File: src/rtl/heichips25_counter_pkg.sv
// ---------------------------------------------------------------------------
// heichips25_counter_pkg
// Shared types and constants for the HeiChips counter bank.
//   ctrl_t      : per-channel control register layout (en is bit 0)
//   cfg_addr_e  : register selector on the configuration port
//   CTRL_*      : bit positions inside the CTRL register
//   ch_width()  : width of a channel index, never less than one bit
// ---------------------------------------------------------------------------
package heichips25_counter_pkg;

    localparam int CTRL_EN     = 0;
    localparam int CTRL_DIR    = 1;
    localparam int CTRL_SAT    = 2;
    localparam int CTRL_RELOAD = 3;
    localparam int CTRL_IRQ_EN = 4;
    localparam int CTRL_W      = 5;

    // Shared prescaler: 8-bit divide value, selected by write-data bit 8
    localparam int PRE_W      = 8;
    localparam int PRE_WR_BIT = 8;

    typedef struct packed {
        logic irq_en;
        logic reload;
        logic sat;
        logic dir;
        logic en;
    } ctrl_t;

    typedef enum logic [1:0] {
        ADDR_CTRL   = 2'd0,
        ADDR_LOAD   = 2'd1,
        ADDR_CMP    = 2'd2,
        ADDR_STATUS = 2'd3
    } cfg_addr_e;

    function automatic int ch_width(input int num_ch);
        return (num_ch > 1) ? $clog2(num_ch) : 1;
    endfunction

endpackage

File: src/rtl/heichips25_counter_channel.sv
// ---------------------------------------------------------------------------
// heichips25_counter_channel
// One event counter channel: count, LOAD, CMP, CTRL, edge history and the
// sticky match flag.
// Optional feature macro: HEICHIPS25_CNT_PRESCALE_EN (edge events are held
// until the next prescaler strobe).
// Ports:
//   clk, rst_n   clock, synchronous active-low reset
//   cnt_in       count event input for this channel
//   strobe       prescaler strobe; ticks only happen while it is high
//   wr_ctrl      write CTRL   (decoded by the top level)
//   wr_load      write LOAD and load the count
//   wr_cmp       write CMP
//   wr_status    STATUS write; wdata[0]=1 clears the match flag
//   wdata        write data
//   count        current count
//   match        sticky match flag
//   irq_req      match qualified by CTRL.irq_en
// ---------------------------------------------------------------------------
module heichips25_counter_channel
    import heichips25_counter_pkg::*;
#(
    parameter int WIDTH     = 8,
    parameter int EDGE_MODE = 0
) (
    input  logic             clk,
    input  logic             rst_n,
    input  logic             cnt_in,
    input  logic             strobe,
    input  logic             wr_ctrl,
    input  logic             wr_load,
    input  logic             wr_cmp,
    input  logic             wr_status,
    input  logic [WIDTH-1:0] wdata,
    output logic [WIDTH-1:0] count,
    output logic             match,
    output logic             irq_req
);

    localparam logic [WIDTH-1:0] MAX = {WIDTH{1'b1}};

    logic [WIDTH-1:0] load;
    logic [WIDTH-1:0] cmp;
    ctrl_t            ctrl;
    logic             prev;
    logic             evt;
    logic             tick;
    logic             hit;
    logic             cfg_write;
    logic             clr;
    logic [WIDTH-1:0] count_next;
    logic [CTRL_W-1:0] ctrl_wdata;

    // CTRL only keeps its five defined bits; narrow counters zero-pad
    always_comb begin
        ctrl_wdata = '0;
        for (int b = 0; b < CTRL_W && b < WIDTH; b++) begin
            ctrl_wdata[b] = wdata[b];
        end
    end

`ifdef HEICHIPS25_CNT_PRESCALE_EN
    logic pend;

    // A rising edge seen between strobes is remembered until the strobe
    always_comb begin
        if (EDGE_MODE != 0) begin
            evt = (cnt_in & ~prev) | pend;
        end else begin
            evt = cnt_in;
        end
    end

    always_ff @(posedge clk) begin
        if (!rst_n) begin
            pend <= 1'b0;
        end else if (EDGE_MODE != 0) begin
            pend <= strobe ? 1'b0 : evt;
        end else begin
            pend <= 1'b0;
        end
    end
`else
    always_comb begin
        if (EDGE_MODE != 0) begin
            evt = cnt_in & ~prev;
        end else begin
            evt = cnt_in;
        end
    end
`endif

    // Next count in the selected direction, wrapping or saturating
    always_comb begin
        count_next = count;
        if (!ctrl.dir) begin
            if (count == MAX) begin
                count_next = ctrl.sat ? count : '0;
            end else begin
                count_next = count + 1'b1;
            end
        end else begin
            if (count == '0) begin
                count_next = ctrl.sat ? count : MAX;
            end else begin
                count_next = count - 1'b1;
            end
        end
    end

    // CTRL/LOAD/CMP writes win over a tick in the same cycle. A STATUS
    // write leaves the counter running, so a fresh match can beat the clear.
    assign cfg_write = wr_ctrl | wr_load | wr_cmp;
    assign tick      = ctrl.en & evt & strobe & ~cfg_write;
    assign hit       = tick & (count_next == cmp);
    assign clr       = wr_status & wdata[0];
    assign irq_req   = match & ctrl.irq_en;

    always_ff @(posedge clk) begin
        if (!rst_n) begin
            count <= '0;
            load  <= '0;
            cmp   <= '0;
            ctrl  <= '0;
            prev  <= 1'b0;
            match <= 1'b0;
        end else begin
            prev  <= cnt_in;
            match <= hit | (match & ~clr);
            if (wr_ctrl) begin
                ctrl <= ctrl_t'(ctrl_wdata);
            end else if (wr_load) begin
                load  <= wdata;
                count <= wdata;
            end else if (wr_cmp) begin
                cmp <= wdata;
            end else if (tick) begin
                count <= (hit && ctrl.reload) ? load : count_next;
            end
        end
    end

endmodule

File: src/rtl/heichips25_counter_bank.sv
// ---------------------------------------------------------------------------
// heichips25_counter_bank
// Bank of NUM_CH independent WIDTH-bit event counters with a small
// synchronous configuration port and a registered readback mux.
// Optional feature macro: HEICHIPS25_CNT_PRESCALE_EN adds a shared 8-bit
// prescaler, written at STATUS with cfg_ch all-ones and cfg_wdata[8]=1.
// Ports:
//   clk, rst_n   clock, synchronous active-low reset
//   cnt_in       per-channel count events
//   cfg_we       config write strobe
//   cfg_ch       channel addressed by the write
//   cfg_addr     0 CTRL, 1 LOAD, 2 CMP, 3 STATUS (write-1-to-clear)
//   cfg_wdata    write data
//   rd_ch        channel selected for readback
//   rd_count     registered count of channel rd_ch (one cycle latency)
//   match        sticky per-channel match flags
//   irq          OR of (match & CTRL.irq_en) over all channels
// ---------------------------------------------------------------------------
module heichips25_counter_bank
    import heichips25_counter_pkg::*;
#(
    parameter int NUM_CH    = 4,
    parameter int WIDTH     = 8,
    parameter int EDGE_MODE = 0,
    localparam int CH_W     = ch_width(NUM_CH)
) (
    input  logic              clk,
    input  logic              rst_n,
    input  logic [NUM_CH-1:0] cnt_in,
    input  logic              cfg_we,
    input  logic [CH_W-1:0]   cfg_ch,
    input  logic [1:0]        cfg_addr,
    input  logic [WIDTH-1:0]  cfg_wdata,
    input  logic [CH_W-1:0]   rd_ch,
    output logic [WIDTH-1:0]  rd_count,
    output logic [NUM_CH-1:0] match,
    output logic              irq
);

    cfg_addr_e        addr;
    logic             strobe;
    logic             pre_wr;
    logic [WIDTH-1:0] counts [NUM_CH];
    logic [NUM_CH-1:0] irq_vec;
    logic [WIDTH-1:0] rd_sel;

    assign addr = cfg_addr_e'(cfg_addr);

`ifdef HEICHIPS25_CNT_PRESCALE_EN
    logic [PRE_WR_BIT:0] pre_wdata;
    logic [PRE_W-1:0]    pre;
    logic [PRE_W-1:0]    pre_cnt;

    // Zero-extend narrow write data so the prescaler fields always exist
    always_comb begin
        pre_wdata = '0;
        for (int b = 0; b <= PRE_WR_BIT && b < WIDTH; b++) begin
            pre_wdata[b] = cfg_wdata[b];
        end
    end

    assign pre_wr = cfg_we && (addr == ADDR_STATUS) &&
                    (cfg_ch == {CH_W{1'b1}}) && pre_wdata[PRE_WR_BIT];
    assign strobe = (pre_cnt == pre);

    // Strobe every (PRE+1) cycles; a new PRE restarts the phase
    always_ff @(posedge clk) begin
        if (!rst_n) begin
            pre     <= '0;
            pre_cnt <= '0;
        end else if (pre_wr) begin
            pre     <= pre_wdata[PRE_W-1:0];
            pre_cnt <= '0;
        end else begin
            pre_cnt <= strobe ? '0 : pre_cnt + 1'b1;
        end
    end
`else
    assign strobe = 1'b1;
    assign pre_wr = 1'b0;
`endif

    for (genvar i = 0; i < NUM_CH; i++) begin : g_ch
        logic sel;
        assign sel = cfg_we && (cfg_ch == CH_W'(i));

        heichips25_counter_channel #(
            .WIDTH     (WIDTH),
            .EDGE_MODE (EDGE_MODE)
        ) u_channel (
            .clk       (clk),
            .rst_n     (rst_n),
            .cnt_in    (cnt_in[i]),
            .strobe    (strobe),
            .wr_ctrl   (sel && (addr == ADDR_CTRL)),
            .wr_load   (sel && (addr == ADDR_LOAD)),
            .wr_cmp    (sel && (addr == ADDR_CMP)),
            .wr_status (sel && (addr == ADDR_STATUS) && !pre_wr),
            .wdata     (cfg_wdata),
            .count     (counts[i]),
            .match     (match[i]),
            .irq_req   (irq_vec[i])
        );
    end

    assign irq = |irq_vec;

    // Out-of-range channel numbers read back as zero
    always_comb begin
        rd_sel = '0;
        for (int i = 0; i < NUM_CH; i++) begin
            if (rd_ch == CH_W'(i)) begin
                rd_sel = counts[i];
            end
        end
    end

    always_ff @(posedge clk) begin
        if (!rst_n) begin
            rd_count <= '0;
        end else begin
            rd_count <= rd_sel;
        end
    end

endmodule

File: config.mk
export PLATFORM = sky130hd
export DESIGN_NAME = heichips25_counter_bank
export DESIGN_NICKNAME = d
export VERILOG_FILES = /design/src/rtl/heichips25_counter_pkg.sv /design/src/rtl/heichips25_counter_channel.sv /design/src/rtl/heichips25_counter_bank.sv
export SDC_FILE = /design/constraint.sdc
export NUM_CORES = 1
export LEC_CHECK = 0
export BUFFER_PORTS_ARGS = -buffer_cell sky130_fd_sc_hd__buf_4
export CAP_MARGIN = 25
export CORE_MARGIN = 1.5
export CORE_UTILIZATION = 32
export DETAILED_ROUTE_END_ITERATION = 10
export PLACE_DENSITY = 0.44
export RECOVER_POWER = 100
export SLEW_MARGIN = 0
export SYNTH_ARGS = -nofsm -noshare
export SYNTH_HDL_FRONTEND = slang
export SYNTH_SLANG_ARGS = --single-unit
File: constraint.sdc
create_clock -name clk -period 3.7 [get_ports clk]
set_input_delay 0.185 -clock clk [delete_from_list [all_inputs] [get_ports clk]]
set_output_delay 0.185 -clock clk [all_outputs]
set_load 0.005 [all_outputs]
# Yosys cells after proc, flatten, opt, wreduce, memory -nomap -nowiden
# Index checks and enable logic that the tools add are counted.
[totals]
ff_bits = 128
output_inout_bits = 13
word_cells = 206
[classes]
addsub = 8
eq_ne = 21
mux = 40
n_bitwise = 52
reduce_logical = 48
[op_table]
columns = ["op", "count"]
rows = [
  ["$mux 8", 40],
  ["$add 8x1->8 const B", 4],
  ["$eq 8x8->1", 4],
  ["$eq 8x8->1 const B", 4],
  ["$logic_not 8->1", 4],
  ["$sub 8x1->8 const B", 4],
  ["$and 1x1->1", 24],
  ["$logic_and 1x1->1", 24],
  ["$reduce_and 3->1", 8],
  ["$not 1->1", 16],
  ["$eq 2x2->1 const B", 6],
  ["$or 1x1->1", 12],
  ["$ne 2x1->1 const B", 4],
  ["$reduce_and 2->1", 4],
  ["$reduce_bool 2->1", 4],
  ["$eq 2x1->1 const B", 3],
  ["$logic_not 2->1", 3],
  ["$reduce_or 4->1", 1],
]

# Longest topological paths before layout
# Gate-level depths: netlist (run 1).
[depth]
word_depth = 13
depth_mapped = 12

# Cells and area by module
# Synthesis (run 1) repeated with hierarchy kept, for this count alone.
[unflattened]
hier_cells = 1132
hier_area_um2 = 9362.7
[modules_own_cells]
columns = ["mod", "instances", "cells_per_inst", "area_per_inst_um2"]
rows = [
  ["heichips25_counter_channel at g_ch[0].u_channel ...", 2, 265, 2219.6],
  ["heichips25_counter_channel at g_ch[2].u_channel ...", 2, 270, 2189.6],
  ["heichips25_counter_bank", 1, 62, 544.3],
]

# Worst setup path after synthesis (run 1)
# No wires, ideal clock.
[synth_path]
path_type = "reg2reg"
from = "register g_ch[2].u_channel.count[0]"
to = "register g_ch[2].u_channel.count[5]"
t_arrival_ps = 3162
setup_slack_ps = 457
stages_incl_launch_ff = 13
period_less_slack_ps = 3243
cell_sequence = "dfxtp_1 > clkbuf_1 > inv_1 > ha_1 > nand2b_1 > mux2i_1 > nor4b_1 > o21ai_0 > a221o_1 > or4_4 > buf_6 > or3_1 > a41oi_1"
[synth_between]
elab_chain_cells = 10
elab_cells_between_ends = 16
cone_classes = "2 x add/sub; 2 x eq/ne; 9 x mux; 1 x bitwise; 2 x reduce/logical"
[synth_lines]
columns = ["element", "line", "text"]
rows = [
  ["from (decl)", "heichips25_counter_channel.sv:35", "output logic [WIDTH-1:0] count,"],
  ["from (signal assigned)", "heichips25_counter_channel.sv:134", "count <= wdata;"],
  ["from (signal assigned)", "heichips25_counter_channel.sv:138", "count <= (hit && ctrl.reload) ? load : count_next;"],
  ["$add 8x1->8 (tied with other cells)", "heichips25_counter_channel.sv:100", "count_next = count + 1'b1;"],
  ["$mux 8, on equally long branches", "heichips25_counter_channel.sv:97, heichips25_counter_channel.sv:103", ""],
  ["$mux 8 *", "heichips25_counter_channel.sv:96", "if (!ctrl.dir) begin"],
  ["$eq 8x8->1", "heichips25_counter_channel.sv:115", "assign hit = tick & (count_next == cmp);"],
  ["$and 1x1->1", "heichips25_counter_channel.sv:115", ""],
  ["$logic_and 1x1->1", "heichips25_counter_channel.sv:138", ""],
  ["$mux 8 *", "heichips25_counter_channel.sv:138", ""],
  ["$mux 8 *", "heichips25_counter_channel.sv:137", "end else if (tick) begin"],
  ["$mux 8 *", "heichips25_counter_channel.sv:135", "end else if (wr_cmp) begin"],
  ["$mux 8 *", "heichips25_counter_channel.sv:132", "end else if (wr_load) begin"],
]
# Every way passes the cells marked *; elsewhere a longest branch is shown, timed or not. The select of a mux whose other input is x is not followed.
# A chain may end at the register's enable or synchronous reset.

# Worst setup path in the final report (run 1)
[layout_path]
from = "register g_ch[2].u_channel.count[5]"
to = "register g_ch[2].u_channel.match"
[layout_between]
elab_chain_cells = 6
elab_cells_between_ends = 12
cone_classes = "2 x add/sub; 2 x eq/ne; 5 x mux; 2 x bitwise; 1 x reduce/logical"
[layout_lines]
columns = ["element", "line", "text"]
rows = [
  ["$add 8x1->8 (tied with other cells)", "heichips25_counter_channel.sv:100", ""],
  ["$mux 8, on equally long branches", "heichips25_counter_channel.sv:97, heichips25_counter_channel.sv:103", ""],
  ["$mux 8 *", "heichips25_counter_channel.sv:96", ""],
  ["$eq 8x8->1 *", "heichips25_counter_channel.sv:115", ""],
  ["$and 1x1->1 *", "heichips25_counter_channel.sv:115", ""],
  ["$or 1x1->1 *", "heichips25_counter_channel.sv:129", "match <= hit | (match & ~clr);"],
  ["to (signal assigned)", "heichips25_counter_channel.sv:129", ""],
  ["to (decl)", "heichips25_counter_channel.sv:36", "output logic match,"],
]
# Every way passes the cells marked *; elsewhere a longest branch is shown, timed or not.

==> results of run 1 <==
==> worst reg2reg max path: stages, from the launching register on <==
cell,delay (ns)
dfxtp_1,0.69
nand2_1,0.30
or3_1,0.51
o22ai_1,0.15
nor3_1,0.09
buf_4,0.15
xnor2_1,0.13
or4_4,0.63
or4b_1,0.51
a21boi_0,0.17
==> worst paths after layout <==
| path | end | slack, ns | cells after the start |
|---|---|---|---|
| max | g_ch[2].u_channel.match$_SDFF_PN0_ | 0.29 | 9 |
| min | g_ch[0].u_channel.load[7]$_SDFFE_PN0P_ | 0.13 | 3 |
| max reg2reg | g_ch[2].u_channel.match$_SDFF_PN0_ | 0.29 | 9 |
| min reg2reg | g_ch[0].u_channel.ctrl[0]$_SDFFE_PN0P_ | 0.46 | 2 |
==> logic make-up (layout without fill, tap and decap cells) <==
group	count (synthesis)	count (layout)	synth area share, %
AOI/OAI and AO/OA	284	284	22.92
xor gates and xnor gates	22	22	2.216
adders and majority gates	12	12	1.727
buffers and inverters	125	154	5.755
DFF	128	128	29.47
muxes	63	63	9.022
and+or+nand+nor	478	478	28.89
==> cell usage in the layout (no fill, tap or decap), types with 26 or more instances in the layout <==
master    netlist  layout
nor2b_1        36      36
nor2_1         50      50
nand2_1       163     163
inv_1          30      30
dfxtp_1       128     128
buf_4           5      65
a21boi_0       57      58
o21ai_0        64      65
mux2i_1        48      48
nor3_1         27      27
a21oi_1        26      26
nand3_1        61      61
==> registers in the layout, summed over array words and instances, names as in the netlist <==
name	cells
g_ch.u_channel.cmp	32
g_ch.u_channel.count	32
g_ch.u_channel.ctrl	20
g_ch.u_channel.load	32
g_ch.u_channel.match	4
rd_count	8
==> power breakdown <==
| part | leakage (nW) | switching, mW | internal, mW |
|---|---|---|---|
| Combinational | 2.27 | 0.401 | 0.262 |
| Sequential | 1.03 | 0.0422 | 1.41 |
| Clock | 0.294 | 0.680 | 1.13 |
| Total | 3.60 | 1.12 | 2.80 |
==> layer usage <==
| metal | up-vias | wire length [µm] |
|---|---|---|
| met5 | - | 0 |
| met4 | 0 | 891 |
| met3 | 46 | 1446 |
| met2 | 278 | 14280 |
| met1 | 4047 | 14230 |
| li1 | 4108 | - |
==> stage by stage <==
step / utilization (%) / std cells / setup WS, ns
finish: 37.29 / 1482 / 0.2928
global route: 37.29 / 1482 / 0.05066
CTS: 37.47 / 1482 / 0.3310
detailed placement: 35.15 / 1450 / 0.3344
global placement: 35.15 / 1450 / 0.4056
floorplan: - / 1112 / 0.4570
==> final cells by class <==
cell class	count	area, µm²	area share, %
Tap cell	341	426.7	4.269
Multi-Input combinational cell	859	5633	56.36
Clock buffer	19	432.9	4.331
Inverter	31	116.4	1.164
Clock inverter	13	187.7	1.878
Timing Repair Buffer	91	635.6	6.360
Sequential cell	128	2562	25.64
==> qor.yml, run 1 <==
status: "finished, final reports clean"
setup_tns_ns: 0
port_buffers: 33
vdd_ir_drop_max_uv: 235.5
synth.distinct_cells: 82
yosys_warnings: 0
clock_skew_ns: 0.01190
dr.first_iter.drc_count: 711
numClockSinks: 128
fp-row-count: 60
whs_ns: 0.1301
syn-cell-area_um2: 8696
slew_headroom_pct: 34.13
cpMaxStageDelayCell: "dfxtp_1"
syn_avg_cell_area_um2: 7.820
ios: 34
root_buffer: "clkbuf_16"
fillers: 2766
numCtsBuffers: 17
cts_hold_buf: 0
yosysTopAreaCell: "dfxtp_1"
rsz0062_at_grt: "false"
grt_max_degree: 70
antenna_cells: 0
post-route-period-util_pct: 92.09
use_met3_pct: 3.479
tightest_slew_ns: 0.9844
arrival_ns: 3.76
grt.busiest_layer: "met2"
fmax_mhz: 293.5
grt_use_met1_pct: 29.13
worstPathCellList: "nand2_1 -> or3_1 -> o22ai_1 -> nor3_1 -> buf_4 -> xnor2_1 -> or4_4 -> or4b_1 -> a21boi_0"
yosys_register_bits: 128
yosys-top-cells-count: "nand2_1, dfxtp_1, clkbuf_1, o21ai_0, nand3_1"
worstSetupPathType: "reg -> reg"
synth_most_common_cell: "nand2_1"
cp_slowest_stage_delay_ns: 0.69
syn_inst: 1112
maxCapViolations: 0
ant_nets: 0
start_kind: "register"
seq_area_frac_synth_pct: 29.47
final_nets: 1161
cts_max_level: 4
drcViolationCount: 0
synth_top_flop_cell: "dfxtp_1"
die_height_um: 167.8
synth_top_area_share_pct: 29.47
synthArstFlopShare_pct: 0
first_pass_iters: 5
crit_fanout: 15
gp_congestion: 0.8769
p_total_mw: 3.926
final_hold_viol_count: 0
crit_start: "g_ch[2].u_channel.count[5]$_SDFFE_PN0P_"
clk_pin_slew_ns: 0.06
synth_area_leaders: "dfxtp_1, nand2_1, mux2i_1"
drive_gt1_share_pct: 12.80
grt_overflow: 0
grt.met2_usage_pct: 36.56
crit_buf_inv: 1
die_area_um2: 28170
design_area_um2: 9995
placed_cell_area_um2: 9422
synth_edf_count: 0
die_w_um: 167.8
vias_per_cell: 5.721
gr-usage-all-layers_pct: 22.16
timing.rr.start: "g_ch[2].u_channel.count[5]$_SDFFE_PN0P_"
path_delay_family: "simple AND/OR/NAND/NOR gates"
period_minus_slack_ns: 3.407
syn_nets: 1145
hp-start: "cfg_wdata[7]"
initial_core_util_pct: 32.45
finalMaxSlewViolations: 0
routed-via-count: 8479
grt_pass1_vias: 8210
postCtsSetupBuffers: 0
clock_path_buffers: 2
place.detailed.hpwl_mm: 22.10
cts_tree: "yes"
clk_latency_ns: 0.43
leakage_nw: 3.602
area_growth_pct: 14.94
core-area_um2: 26800
powerDensity_nw_per_um2: 392.8
hold_class: "in -> reg"
antenna_found_initial: 0
required_ns: 4.05
finalSetupViolations: 0
end_kind: "register"
grt_pass1_wl_mm: 47.93
ctsResizeCount: 0
routed_wl_mm: 30.86
wl_per_cell_um: 20.82
Note: power is estimated with default switching activity, not from simulation.
==> run 2: changes to the inputs <==
Settings changed: RECOVER_POWER 100 to unset.
==> run 2 against run 1 <==
  * Worst setup slack improved by 0.0019 ns
  * Critical path type unchanged
  * Combinational power increased by 1%
  * Clock power about the same
  * Global-route usage unchanged
  * Routed wire length decreased by 0.18%
  * Register-to-register slack about the same
  * Largest cell class unchanged
  * Final area increased by 0.48%
  * First-iteration DRC count increased by 1.3%
  * Critical path depth increased by 2
  * Maximum frequency about the same
==> qor.yml, run 2 (synthesized netlist as in run 1, its figures left out) <==
hp-start: "cfg_wdata[7]"  # unchanged
place.detailed.hpwl_mm: 22.10  # unchanged
setup_tns_ns: 0  # unchanged
arrival_ns: 3.71  # was 3.76 ns
postCtsSetupBuffers: 0  # unchanged
cpMaxStageDelayCell: "nor3b_1"  # was dfxtp_1
ctsResizeCount: 0  # unchanged
path_delay_family: "compound AO/OA/AOI/OAI gates"  # was simple AND/OR/NAND/NOR gates
grt_overflow: 0  # unchanged
antenna_cells: 0  # unchanged
wl_per_cell_um: 20.78  # was 20.82 µm
die_height_um: 167.8  # unchanged
placed_cell_area_um2: 9422  # unchanged
worstPathCellList: "inv_1 -> ha_1 -> nor3b_1 -> nand3_1 -> o32a_1 -> a21o_1 -> a2111oi_0 -> nand4_2 -> buf_4 -> mux2i_1 -> o21ai_0"  # was nand2_1 -> or3_1 -> o22ai_1 -> nor3_1 -> buf_4 -> xnor2_1 -> or4_4 -> or4b_1 -> a21boi_0
crit_buf_inv: 2  # was 1
required_ns: 4.00  # was 4.05 ns
final_cell_mix: "nand2_1, dfxtp_1, buf_4"  # was nand2_1, dfxtp_1, o21ai_0, buf_4, nand3_1
leakage_nw: 3.659  # was 3.602 nW
grt_pass1_wl_mm: 47.93  # unchanged
ant_nets: 0  # unchanged
ff2ff_setup_slack_ns: 0.29  # about the same
start_kind: "register"  # unchanged
antenna_found_initial: 0  # unchanged
first_pass_iters: 5  # unchanged
worstHoldPathCells: 3  # unchanged
clock_path_buffers: 2  # unchanged
mostFrequentLayoutCell: "nand2_1"  # unchanged
routed-via-count: 8420  # was 8479
dr.first_iter.drc_count: 720  # was 711
numCtsBuffers: 17  # unchanged
fmax_mhz: 293.7  # was 293.5 MHz
hold-path-endpoint: "g_ch[0].u_channel.load[7]$_SDFFE_PN0P_"  # unchanged
clk_pin_slew_ns: 0.06  # about the same
worstSetupPathType: "reg -> reg"  # unchanged
cts_max_level: 4  # unchanged
crit_fanout: 6  # was 15
finalSetupViolations: 0  # unchanged
timing.rr.start: "g_ch[3].u_channel.count[0]$_SDFFE_PN0P_"  # was g_ch[2].u_channel.count[5]$_SDFFE_PN0P_
routed_wl_mm: 30.80  # was 30.86 mm
powerDensity_nw_per_um2: 392.3  # was 392.8 nW/µm²
fp-row-count: 60  # unchanged
finalMaxSlewViolations: 0  # unchanged
area_growth_pct: 15.48  # was 14.94%
end_kind: "register"  # unchanged
largestRegisters: "g_ch.u_channel.cmp: 32 flops, g_ch.u_channel.count: 32 flops, g_ch.u_channel.load: 32 flops"  # unchanged
initial_core_util_pct: 32.45  # unchanged
drive_gt1_share_pct: 13.85  # was 12.80%
core-area_um2: 26800  # unchanged
cts_tree: "yes"  # unchanged
cts_hold_buf: 0  # unchanged
clock_skew_ns: 0.01032  # was 0.01190 ns
numClockSinks: 128  # unchanged
gp_congestion: 0.8769  # unchanged
vias_per_cell: 5.682  # was 5.721
tightest_slew_ns: 0.9849  # was 0.9844 ns
r2r_cells: 11  # was 9
port_buffers: 33  # unchanged
post-route-period-util_pct: 92.03  # was 92.09%
final_nets: 1161  # unchanged
die_area_um2: 28170  # unchanged
drcViolationCount: 0  # unchanged
root_buffer: "clkbuf_16"  # unchanged
r2r-end: "g_ch[3].u_channel.count[0]$_SDFFE_PN0P_"  # was g_ch[2].u_channel.match$_SDFF_PN0_
rsz0062_at_grt: "false"  # unchanged
gr-usage-all-layers_pct: 22.16  # unchanged
design_area_um2: 10040  # was 9995 µm²
cp_slowest_stage_delay_ns: 0.56  # was 0.69 ns
period_minus_slack_ns: 3.405  # was 3.407 ns
maxCapViolations: 0  # unchanged
status: "finished, final reports clean"  # unchanged
ios: 34  # unchanged
vdd_ir_drop_max_uv: 235.3  # was 235.5 µV
hold_class: "in -> reg"  # unchanged
grt_pass1_vias: 8210  # unchanged
die_w_um: 167.8  # unchanged
clk_latency_ns: 0.43  # about the same
grt_max_degree: 70  # unchanged
final_hold_viol_count: 0  # unchanged
slew_headroom_pct: 34.10  # was 34.13%
## run 2: final cells by class
type                            count  area, µm²
Clock buffer                       19      432.9
Clock inverter                     13      187.7
Fill cell                        2755      16760
Inverter                           31      116.4
Multi-Input combinational cell    859       5633
Sequential cell                   128       2562
Tap cell                          341      426.7
Timing Repair Buffer               91      683.2
## run 2: worst reg2reg max path: stages, from the launching register on
cell	delay, ns
dfxtp_1	0.34
inv_1	0.12
ha_1	0.24
nor3b_1	0.56
nand3_1	0.18
o32a_1	0.35
a21o_1	0.20
a2111oi_0	0.51
nand4_2	0.32
buf_4	0.26
mux2i_1	0.13
o21ai_0	0.08
## run 2: worst max path at each step
| stage | start | cells after the start | endpoint | slack [ns] |
|---|---|---|---|---|
| floorplan | g_ch[2].u_channel.count[0]$_SDFFE_PN0P_ | 12 | g_ch[2].u_channel.count[5]$_SDFFE_PN0P_ | 0.46 |
| global placement | g_ch[3].u_channel.count[0]$_SDFFE_PN0P_ | 11 | g_ch[3].u_channel.count[0]$_SDFFE_PN0P_ | 0.41 |
| detailed placement | g_ch[3].u_channel.count[0]$_SDFFE_PN0P_ | 11 | g_ch[3].u_channel.count[2]$_SDFFE_PN0P_ | 0.33 |
| CTS | g_ch[3].u_channel.count[0]$_SDFFE_PN0P_ | 11 | g_ch[3].u_channel.count[2]$_SDFFE_PN0P_ | 0.33 |
| global route | g_ch[3].u_channel.count[0]$_SDFFE_PN0P_ | 11 | g_ch[3].u_channel.count[6]$_SDFFE_PN0P_ | 0.04 |
| finish | g_ch[3].u_channel.count[0]$_SDFFE_PN0P_ | 11 | g_ch[3].u_channel.count[0]$_SDFFE_PN0P_ | 0.29 |
## run 2: per-layer routing
layer | track usage, % | part of all wire (%) | vias up
li1 | - | - | 4104
met4 | 8.461 | 3.0 | 0
met1 | 29.13 | 46 | 4026
met2 | 36.56 | 47 | 242
met5 | 0 | 0 | -
met3 | 3.479 | 4.1 | 48
## run 2: through the flow
stage / utilization (%) / hold slack [ns] / power, mW / setup WS, ns / cells
detailed placement: 35.15 / 0.4588 / 2.143 / 0.3344 / 1450
floorplan: - / 0.3520 / 1.911 / 0.4570 / 1112
global route: 37.47 / 0.1246 / 4.081 / 0.04423 / 1482
global placement: 35.15 / 0.4488 / 2.154 / 0.4056 / 1450
finish: 37.47 / 0.1237 / 3.940 / 0.2947 / 1482
CTS: 37.47 / 0.1145 / 3.956 / 0.3310 / 1482
## run 2: power breakdown
| part | leakage [nW] | internal, mW | total [mW] | switching [mW] |
|---|---|---|---|---|
| logic | 2.33 | 0.269 | 0.670 | 0.401 |
| clock network | 0.294 | 1.13 | 1.82 | 0.687 |
| registers | 1.03 | 1.41 | 1.45 | 0.0425 |
==> run 3: changes to the inputs <==
Settings changed: MAX_ROUTING_LAYER set to met4.
==> run 3 against run 2 <==
  * Register-to-register slack gained 0.02 ns
  * Core utilization is the same
  * Sequential share of layout area unchanged
  * Die area is the same
  * Non-clock buffer count unchanged
  * Combinational power about the same
  * Clock power about the same
  * Critical path depth fell by 2
  * Count of clock-buffer cells in the layout is the same
  * Critical endpoint is now g_ch[2].u_channel.match$_SDFF_PN0_
==> qor.yml, run 3 (synthesized netlist as in run 1, its figures left out) <==
start_kind: "register"  # unchanged
mostFrequentLayoutCell: "nand2_1"  # unchanged
cp_slowest_stage_delay_ns: 0.69  # was 0.56 ns
p_seq_share_pct: 36.9  # about the same
r2r_cells: 9  # was 11
multiInputGateArea_um2: 5633  # unchanged
cts_hold_buf: 0  # unchanged
finalSetupViolations: 0  # unchanged
leakage_nw: 3.659  # unchanged
hold_class: "in -> reg"  # unchanged
antenna_found_initial: 0  # unchanged
antenna_cells: 0  # unchanged
gr-usage-all-layers_pct: 22.82  # was 22.16%
clock_path_buffers: 2  # unchanged
end_kind: "register"  # unchanged
tightest_slew_ns: 0.9885  # was 0.9849 ns
grt_pass1_wl_mm: 47.95  # was 47.93 mm
swShare_pct: 28.64  # was 28.70%
crit_buf_inv: 1  # was 2
worst_slack_ns: 0.3150  # was 0.2947 ns
status: "finished, final reports clean"  # unchanged
p_clk_share_pct: 46.0  # was 46.1%
drive_gt1_share_pct: 13.85  # unchanged
combPwrFrac_pct: 17.1  # was 17.0%
clk_latency_ns: 0.43  # about the same
grt_overflow: 0  # unchanged
wl_per_cell_um: 20.80  # was 20.78 µm
initial_core_util_pct: 32.45  # unchanged
fmax_mhz: 295.4  # was 293.7 MHz
worstPathCellList: "nand2_1 -> or3_1 -> o22ai_1 -> nor3_1 -> buf_4 -> xnor2_1 -> or4_4 -> or4b_1 -> a21boi_1"  # was inv_1 -> ha_1 -> nor3b_1 -> nand3_1 -> o32a_1 -> a21o_1 -> a2111oi_0 -> nand4_2 -> buf_4 -> mux2i_1 -> o21ai_0
pre_cts_slack_ns: 0.3344  # unchanged
p_int_mw: 2.809  # about the same
fillers: 2755  # unchanged
core-area_um2: 26800  # unchanged
vdd_ir_drop_max_uv: 234.7  # was 235.3 µV
area_growth_pct: 15.48  # unchanged
arrival_ns: 3.74  # was 3.71 ns
grt_max_degree: 70  # unchanged
finalMaxSlewViolations: 0  # unchanged
die_area_um2: 28170  # unchanged
worstSetupPathType: "reg -> reg"  # unchanged
cts_max_level: 4  # unchanged
port_buffers: 33  # unchanged
final_nets: 1161  # unchanged
switchingPower_mw: 1.127  # was 1.131 mW
cpMaxStageDelayCell: "dfxtp_1"  # was nor3b_1
grt_pass1_vias: 8212  # was 8210
drcViolationCount: 0  # unchanged
setup_tns_ns: 0  # unchanged
dr.first_iter.drc_count: 694  # was 720
vias_per_cell: 5.706  # was 5.682
routed-via-count: 8456  # was 8420
largestRegisters: "g_ch.u_channel.cmp: 32 flops, g_ch.u_channel.count: 32 flops, g_ch.u_channel.load: 32 flops"  # unchanged
numCtsBuffers: 17  # unchanged
post-route-period-util_pct: 91.49  # was 92.03%
seq_area_um2: 2562  # unchanged
die_height_um: 167.8  # unchanged
ctsResizeCount: 0  # unchanged
fp-row-count: 60  # unchanged
powerDensity_nw_per_um2: 392.0  # was 392.3 nW/µm²
numClockSinks: 128  # unchanged
ios: 34  # unchanged
first_pass_iters: 5  # unchanged
crit_fanout: 15  # was 6
period_minus_slack_ns: 3.385  # was 3.405 ns
final_cell_mix: "nand2_1, dfxtp_1, buf_4"  # unchanged
gp_congestion: 0.8922  # was 0.8769
required_ns: 4.06  # was 4.00 ns
routed_wl_mm: 30.82  # was 30.80 mm
p_total_mw: 3.937  # was 3.940 mW
crit_cells: 9  # was 11
root_buffer: "clkbuf_16"  # unchanged
die_w_um: 167.8  # unchanged
maxCapViolations: 0  # unchanged
ant_nets: 0  # unchanged
path_delay_family: "simple AND/OR/NAND/NOR gates"  # was compound AO/OA/AOI/OAI gates
place.detailed.hpwl_mm: 22.10  # unchanged
cts_tree: "yes"  # unchanged
postCtsSetupBuffers: 0  # unchanged
final_hold_viol_count: 0  # unchanged
clk_pin_slew_ns: 0.06  # about the same
slew_headroom_pct: 33.86  # was 34.10%
worstHoldPathCells: 3  # unchanged
rsz0062_at_grt: "false"  # unchanged
clock_skew_ns: 0.01049  # was 0.01032 ns
==> run 3: cell counts in the layout (fill, tap and decap cells not counted) <==
No cell type changed its count.
==> run 3: worst paths after layout <==
path,startpoint,endpoint,slack (ns)
worst max-delay path,g_ch[2].u_channel.count[5]$_SDFFE_PN0P_,g_ch[2].u_channel.match$_SDFF_PN0_,0.32
worst min-delay path,cfg_wdata[5],g_ch[0].u_channel.load[5]$_SDFFE_PN0P_,0.13
worst max register to register,g_ch[2].u_channel.count[5]$_SDFFE_PN0P_,g_ch[2].u_channel.match$_SDFF_PN0_,0.32
worst min register to register,g_ch[0].u_channel.load[4]$_SDFFE_PN0P_,g_ch[0].u_channel.load[4]$_SDFFE_PN0P_,0.46
==> run 3: worst register-to-register path: cells and delay by family (launching register included) <==
family | cells | cell delay [ns]
buf+inv | 1 | 0.15
compound gates | 2 | 0.29
xor+xnor | 1 | 0.13
simple gates | 5 | 2.04
flops | 1 | 0.69
==> run 3: layout make-up <==
type | count | share of cell area [%]
Sequential cell | 128 | 25.52
Tap cell | 341 | 4.249
Timing Repair Buffer | 91 | 6.803
Clock buffer | 19 | 4.311
Inverter | 31 | 1.159
Clock inverter | 13 | 1.869
Multi-Input combinational cell | 859 | 56.09
==> run 3: per-layer routing <==
metal	routed length, µm	track usage (%)	up-vias	part of all wire (%)
met3	1179	3.385	54	3.8
met4	949	8.461	0	3.1
li1	-	-	4109	-
met5	0	-	-	0
met1	14380	29.10	4073	47
met2	14310	36.65	220	46
==> run 3: power by group through the flow <==
stage	Combinational (mW)	Sequential [mW]	Clock, mW
after global routing	0.727	1.46	1.90
final	0.672	1.45	1.81
after detailed placement	0.661	1.48	0
after global placement	0.671	1.48	0
after floorplan	0.448	1.46	0
after CTS	0.663	1.45	1.84
==> run 3: stage by stage <==
stage	utilization, %	cell area [µm²]	std cells	hold WS [ns]
6_report	37.47	10040	1482	0.1264
5_1_grt	37.47	10040	1482	0.1246
4_1_cts	37.47	10040	1482	0.1145
3_5_place_dp	35.15	9422	1450	0.4588
3_3_place_gp	35.15	9422	1450	0.4488
2_1_floorplan	-	8696	1112	0.3520
